$ cat src/rtl/multi_sync_filter_if.sv
// Level-input bundle for multi_sync_filter: raw inputs, debounced levels and edge pulses.
// With MULTI_SYNC_FILTER_STICKY_EN defined, the sticky event flags and their clears are carried as well.
interface multi_sync_filter_if #(
    parameter int NUM_CH = 4
);
    logic [NUM_CH-1:0] din;
    logic [NUM_CH-1:0] dout;
    logic [NUM_CH-1:0] rise;
    logic [NUM_CH-1:0] fall;
`ifdef MULTI_SYNC_FILTER_STICKY_EN
    logic [NUM_CH-1:0] evt_clr;
    logic [NUM_CH-1:0] rise_evt;
    logic [NUM_CH-1:0] fall_evt;

    modport master (output din, evt_clr, input dout, rise, fall, rise_evt, fall_evt);
    modport slave  (input din, evt_clr, output dout, rise, fall, rise_evt, fall_evt);
`else
    modport master (output din, input dout, rise, fall);
    modport slave  (input din, output dout, rise, fall);
`endif
endinterface

$ cat src/rtl/multi_sync_filter.sv
// Per-channel synchronizer, stability filter and edge-pulse generator for asynchronous level inputs.
// Define MULTI_SYNC_FILTER_STICKY_EN to add sticky rise/fall event flags with per-channel clear.
module multi_sync_filter #(
    parameter int NUM_CH        = 4,
    parameter int SYNC_STAGE    = 3,
    parameter int FILTER_CYCLES = 4
) (
    input  logic               clk,
    input  logic               resetn,
    multi_sync_filter_if.slave bus
);
    localparam int CNT_W = $clog2(FILTER_CYCLES + 1);
    localparam logic [CNT_W-1:0] CNT_LAST = CNT_W'(FILTER_CYCLES - 1);

    logic [NUM_CH-1:0] dout_vec;
    logic [NUM_CH-1:0] rise_vec;
    logic [NUM_CH-1:0] fall_vec;

    for (genvar i = 0; i < NUM_CH; i++) begin : g_ch
        (* ASYNC_REG = "TRUE" *) logic [SYNC_STAGE-1:0] sync_q;
        logic [CNT_W-1:0] cnt_q;
        logic             dout_q;
        logic             rise_q;
        logic             fall_q;
        logic             s;

        assign s = sync_q[SYNC_STAGE-1];

        // NOTE: non-blocking assignments keep every flop sampling pre-edge values, so the
        // shift chain and the counter/dout pair update together without ordering races.
        always_ff @(posedge clk) begin
            // NOTE: the synchronizer chain is reset like any other state so a reset mid-filter
            // cannot leave a stale level queued behind it to produce a phantom pulse.
            if (!resetn) begin
                sync_q <= '0;
                cnt_q  <= '0;
                dout_q <= 1'b0;
                rise_q <= 1'b0;
                fall_q <= 1'b0;
            end else begin
                sync_q <= {sync_q[SYNC_STAGE-2:0], bus.din[i]};
                rise_q <= 1'b0;
                fall_q <= 1'b0;
                if (s == dout_q) begin
                    cnt_q <= '0;
                end else if (cnt_q == CNT_LAST) begin
                    // Pulses are registered alongside dout so they mark its first new cycle.
                    dout_q <= s;
                    cnt_q  <= '0;
                    rise_q <= s;
                    fall_q <= ~s;
                end else begin
                    cnt_q <= cnt_q + CNT_W'(1);
                end
            end
        end

        assign dout_vec[i] = dout_q;
        assign rise_vec[i] = rise_q;
        assign fall_vec[i] = fall_q;
    end

    assign bus.dout = dout_vec;
    assign bus.rise = rise_vec;
    assign bus.fall = fall_vec;

`ifdef MULTI_SYNC_FILTER_STICKY_EN
    logic [NUM_CH-1:0] rise_evt_q;
    logic [NUM_CH-1:0] fall_evt_q;

    // Set terms are OR-ed after the clear mask, so a pulse coinciding with a clear wins.
    always_ff @(posedge clk) begin
        if (!resetn) begin
            rise_evt_q <= '0;
            fall_evt_q <= '0;
        end else begin
            rise_evt_q <= rise_vec | (rise_evt_q & ~bus.evt_clr);
            fall_evt_q <= fall_vec | (fall_evt_q & ~bus.evt_clr);
        end
    end

    assign bus.rise_evt = rise_evt_q;
    assign bus.fall_evt = fall_evt_q;
`endif
endmodule
$ cat src/flat_wrapper.sv
// flat-port wrapper written by rule: the top's interface ports become plain ports
module multi_sync_filter_flat 
#(
    parameter int NUM_CH        = 4,
    parameter int SYNC_STAGE    = 3,
    parameter int FILTER_CYCLES = 4
)
  (clk, resetn, bus_din, bus_dout, bus_rise, bus_fall);
  multi_sync_filter_if #(.NUM_CH(NUM_CH)) bus_i ();
  input  logic clk;
  input  logic resetn;
  input wire logic [$bits(bus_i.din)-1:0] bus_din;
  output wire logic [$bits(bus_i.dout)-1:0] bus_dout;
  output wire logic [$bits(bus_i.rise)-1:0] bus_rise;
  output wire logic [$bits(bus_i.fall)-1:0] bus_fall;
  assign bus_i.din = bus_din;
  assign bus_dout = bus_i.dout;
  assign bus_rise = bus_i.rise;
  assign bus_fall = bus_i.fall;
  multi_sync_filter #(.NUM_CH(NUM_CH), .SYNC_STAGE(SYNC_STAGE), .FILTER_CYCLES(FILTER_CYCLES)) u_core (.clk(clk), .resetn(resetn), .bus(bus_i));
endmodule
$ cat config.mk
export PLATFORM = sky130hd
export DESIGN_NAME = multi_sync_filter_flat
export DESIGN_NICKNAME = d
export VERILOG_FILES = /design/src/rtl/multi_sync_filter_if.sv /design/src/rtl/multi_sync_filter.sv /design/src/flat_wrapper.sv
export SDC_FILE = /design/constraint.sdc
export NUM_CORES = 1
export LEC_CHECK = 0
export BUFFER_PORTS_ARGS = -buffer_cell sky130_fd_sc_hd__buf_2
export CORE_MARGIN = 4
export CORE_UTILIZATION = 40
export CTS_BUF_LIST = sky130_fd_sc_hd__clkbuf_16
export DETAILED_ROUTE_END_ITERATION = 7
export PLACE_DENSITY = 0.63
export SKIP_LAST_GASP = 1
export SYNTH_ARGS = -nofsm -noshare
export SYNTH_HDL_FRONTEND = slang
export SYNTH_SLANG_ARGS = --single-unit
$ cat constraint.sdc
create_clock -name clk -period 1.17 [get_ports clk]
set_clock_uncertainty 0.05 [all_clocks]
set_input_delay 0 -clock clk [delete_from_list [all_inputs] [get_ports clk]]
set_output_delay 0 -clock clk [all_outputs]
set_load 0.1 [all_outputs]
==> results.toml <==
[worst_setup_path]
startpoint_type = "flop"
cp_max_fo = 2
cp.arrival_ns = 1.25
crit_chain = "ha_2, ha_4, nor4b_2"
worstSetupEndpointType = "flop"
cp_slowest_cell = "dfxtp_2"
cp_slowest_stage_delay_ns = 0.32
r2r_slack_ns = 0.04
crit_type = "flop to flop"
crit_required_ns = 1.30

[flow_run]
maxCapViolations = 0

[route]
drt_wl_total_um = 1868
routedWlPerCell_um = 10.80
num_vias = 788
drtPass1Iterations = 2
avgViaCountPerCell = 4.555
dr.first_iter.drc_count = 19
antenna_left = 0
drc = 0

[pwr]
p_comb_frac = 0.023
p_clk_frac = 0.475
switchingPower_mw = 0.4579
vdd_drop_max_v = 0.001094
power.internal_mw = 2.045
powerDensity_nw_per_um2 = 1428
p_leak_nw = 0.6491
switching_share = 0.1829
seqPwrFrac = 0.502

[sta]
max_slew_margin = 0.6787
drv_slew = 0
fin_crit_ns = 1.126
fmax_mhz = 887.8
fin_tns_setup_ns = 0
fin_crit_sh = 0.9627
rsz0062_at_grt = "yes"
hold_violations = 0
tightest_slew_ns = 0.4852
setup_viol = 0

[place]
hpwl_um = 1197
placed_area_um2 = 1436
place_inst = 161
io_buffer_count = 17
gp_congestion = 0.6487

[logic_synthesis]
syn_nets = 125
ys.warnings.count = 0
ys_seq_elements = 36
syn_area_um2 = 1313
avgSynthCellArea_um2 = 11.82
synthDistinctLibCells = 14
ys_seq_area_frac = 0.5491
syn_inst = 111

[cells_and_area]
design_area_um2 = 1753
drive_above_1_share = 0.4186
final_cell_mix = "dfxtp_1 (34), buf_2 (13), and2_1 (12)"
num_antenna_cells = 0
final_net_count = 142
final_cells = 173
area_delta_synth_final_pct = 33.56
final_common_cell = "dfxtp_1"

[clock_network]
cts_tree = "built"
root_buffer = "clkbuf_16"
path_clk_slew_ns = 0.05
post_cts_buffers = 0
cts_buffers = 5
cts_htree_levels = 2
cts_max_path_buffers = 2
clk_latency_ns = 0.27
clock_sinks = 36

[floorplanning]
rows = 20
dieArea_um2 = 4261
io_pins = 18
initial_utilization = 0.4230
core_um2 = 3103
dieHeight_um = 65.28
die_w_um = 65.28

[worst_hold_path]
min_path_type = "primary input to flop"

[grt]
gr-total-overflow = 0
antenna_found_initial = 0
grt_max_degree = 33
grt_pass1_wl_um = 3111
grt_pass1_vias = 787
track_usage = 0.09445

[outcome]
status = "finished, final reports clean"
path summary, 6_finish.rpt:
path,depth (start not counted),end,startpoint
worst max-delay path,3,u_core.g_ch[3].cnt_q[2],u_core.g_ch[3].cnt_q[0]
worst max register to register,3,u_core.g_ch[3].cnt_q[2],u_core.g_ch[3].cnt_q[0]
worst min register to register,1,u_core.g_ch[2].cnt_q[0],u_core.g_ch[2].cnt_q[0]
worst min-delay path,2,u_core.g_ch[2].dout_q,resetn
stage by stage:
stage	setup WS, ns	util	hold WS, ns	power, mW
after floorplan	0.02280	-	0.07729	1.311
after global placement	-0.009185	0.4629	0.1573	1.322
after detailed placement	-0.1487	0.4629	0.1620	1.324
after CTS	-0.04110	0.5395	0.1665	2.535
after global routing	-0.03886	0.5649	0.1945	2.613
final	0.04364	0.5649	0.1614	2.503
cell usage after synthesis:
cell type | number | area [um^2]
dfxtp_1 | 36 | 720.7
buf_4 | 13 | 97.59
and2_1 | 12 | 75.07
ha_1 | 8 | 100.1
nor3b_1 | 8 | 60.06
nor4b_1 | 8 | 70.07
and4bb_2 | 4 | 50.05
inv_1 | 4 | 15.01
mux2i_1 | 4 | 40.04
nand2_1 | 4 | 15.01
nor2b_1 | 4 | 25.02
xnor2_1 | 4 | 35.03
clkbuf_1 | 1 | 3.750
clkbuf_2 | 1 | 5.000
power by group through the flow:
stage,registers [mW],logic [mW],clock network (mW)
3_5_place_dp,1.28,0.0447,0
2_1_floorplan,1.28,0.0339,0
4_1_cts,1.25,0.0575,1.22
6_report,1.26,0.0575,1.19
3_3_place_gp,1.28,0.0431,0
5_1_grt,1.26,0.0640,1.29
worst max-delay path: cells and delay by family (launching register included):
| kind | cells | cell delay (ns) |
|---|---|---|
| fa+ha+maj | 2 | 0.40 |
| simple gates | 1 | 0.26 |
| flops | 1 | 0.32 |
registers in the layout, summed over array words and instances (netlist names):
signal and cells:
u_core.g_ch.cnt_q 12, u_core.g_ch.sync_q 12, u_core.g_ch.fall_q 4, u_core.g_ch.dout_q 4, u_core.g_ch.rise_q 4
layout make-up:
cell class | instances | area [um^2]
clock buffers | 5 | 125.1
flip-flops and latches | 36 | 723.2
multi-input cells | 56 | 608.1
fillers | 281 | 1350
inverters | 4 | 15.01
well taps | 44 | 55.05
clock inverters | 3 | 11.26
repair buffers | 25 | 215.2
metal layers:
layer / part of all wire / vias to the layer above / GRT usage
met3: 0.039 / 4 / 0.04103
met2: 0.53 / 11 / 0.1681
met4: 0.011 / 0 / 0.03886
li1: - / 394 / -
met5: 0 / - / 0
met1: 0.43 / 379 / 0.09574
what timing repair did:
action                                  in CTS  in global routing
hold buffers                                 4                  0
resized for setup                           13                 15
cloned                                       0                  0
pin swaps                                    4                  4
hold endpoints to repair                     4                  0
endpoints found under the setup margin      17                 22
kinds of logic (layout without fill, tap and decap cells):
kind of cell / count (synthesis) / after routing / synth area share
AND/OR/NAND/NOR: 40 / 40 / 0.2250
buffers and inverters: 19 / 37 / 0.09246
adder cells (fa/ha/maj): 8 / 8 / 0.07627
XOR/XNOR: 4 / 4 / 0.02669
multiplexers: 4 / 4 / 0.03051
flip-flops: 36 / 36 / 0.5491
Note: power is estimated with default switching activity, not from simulation.
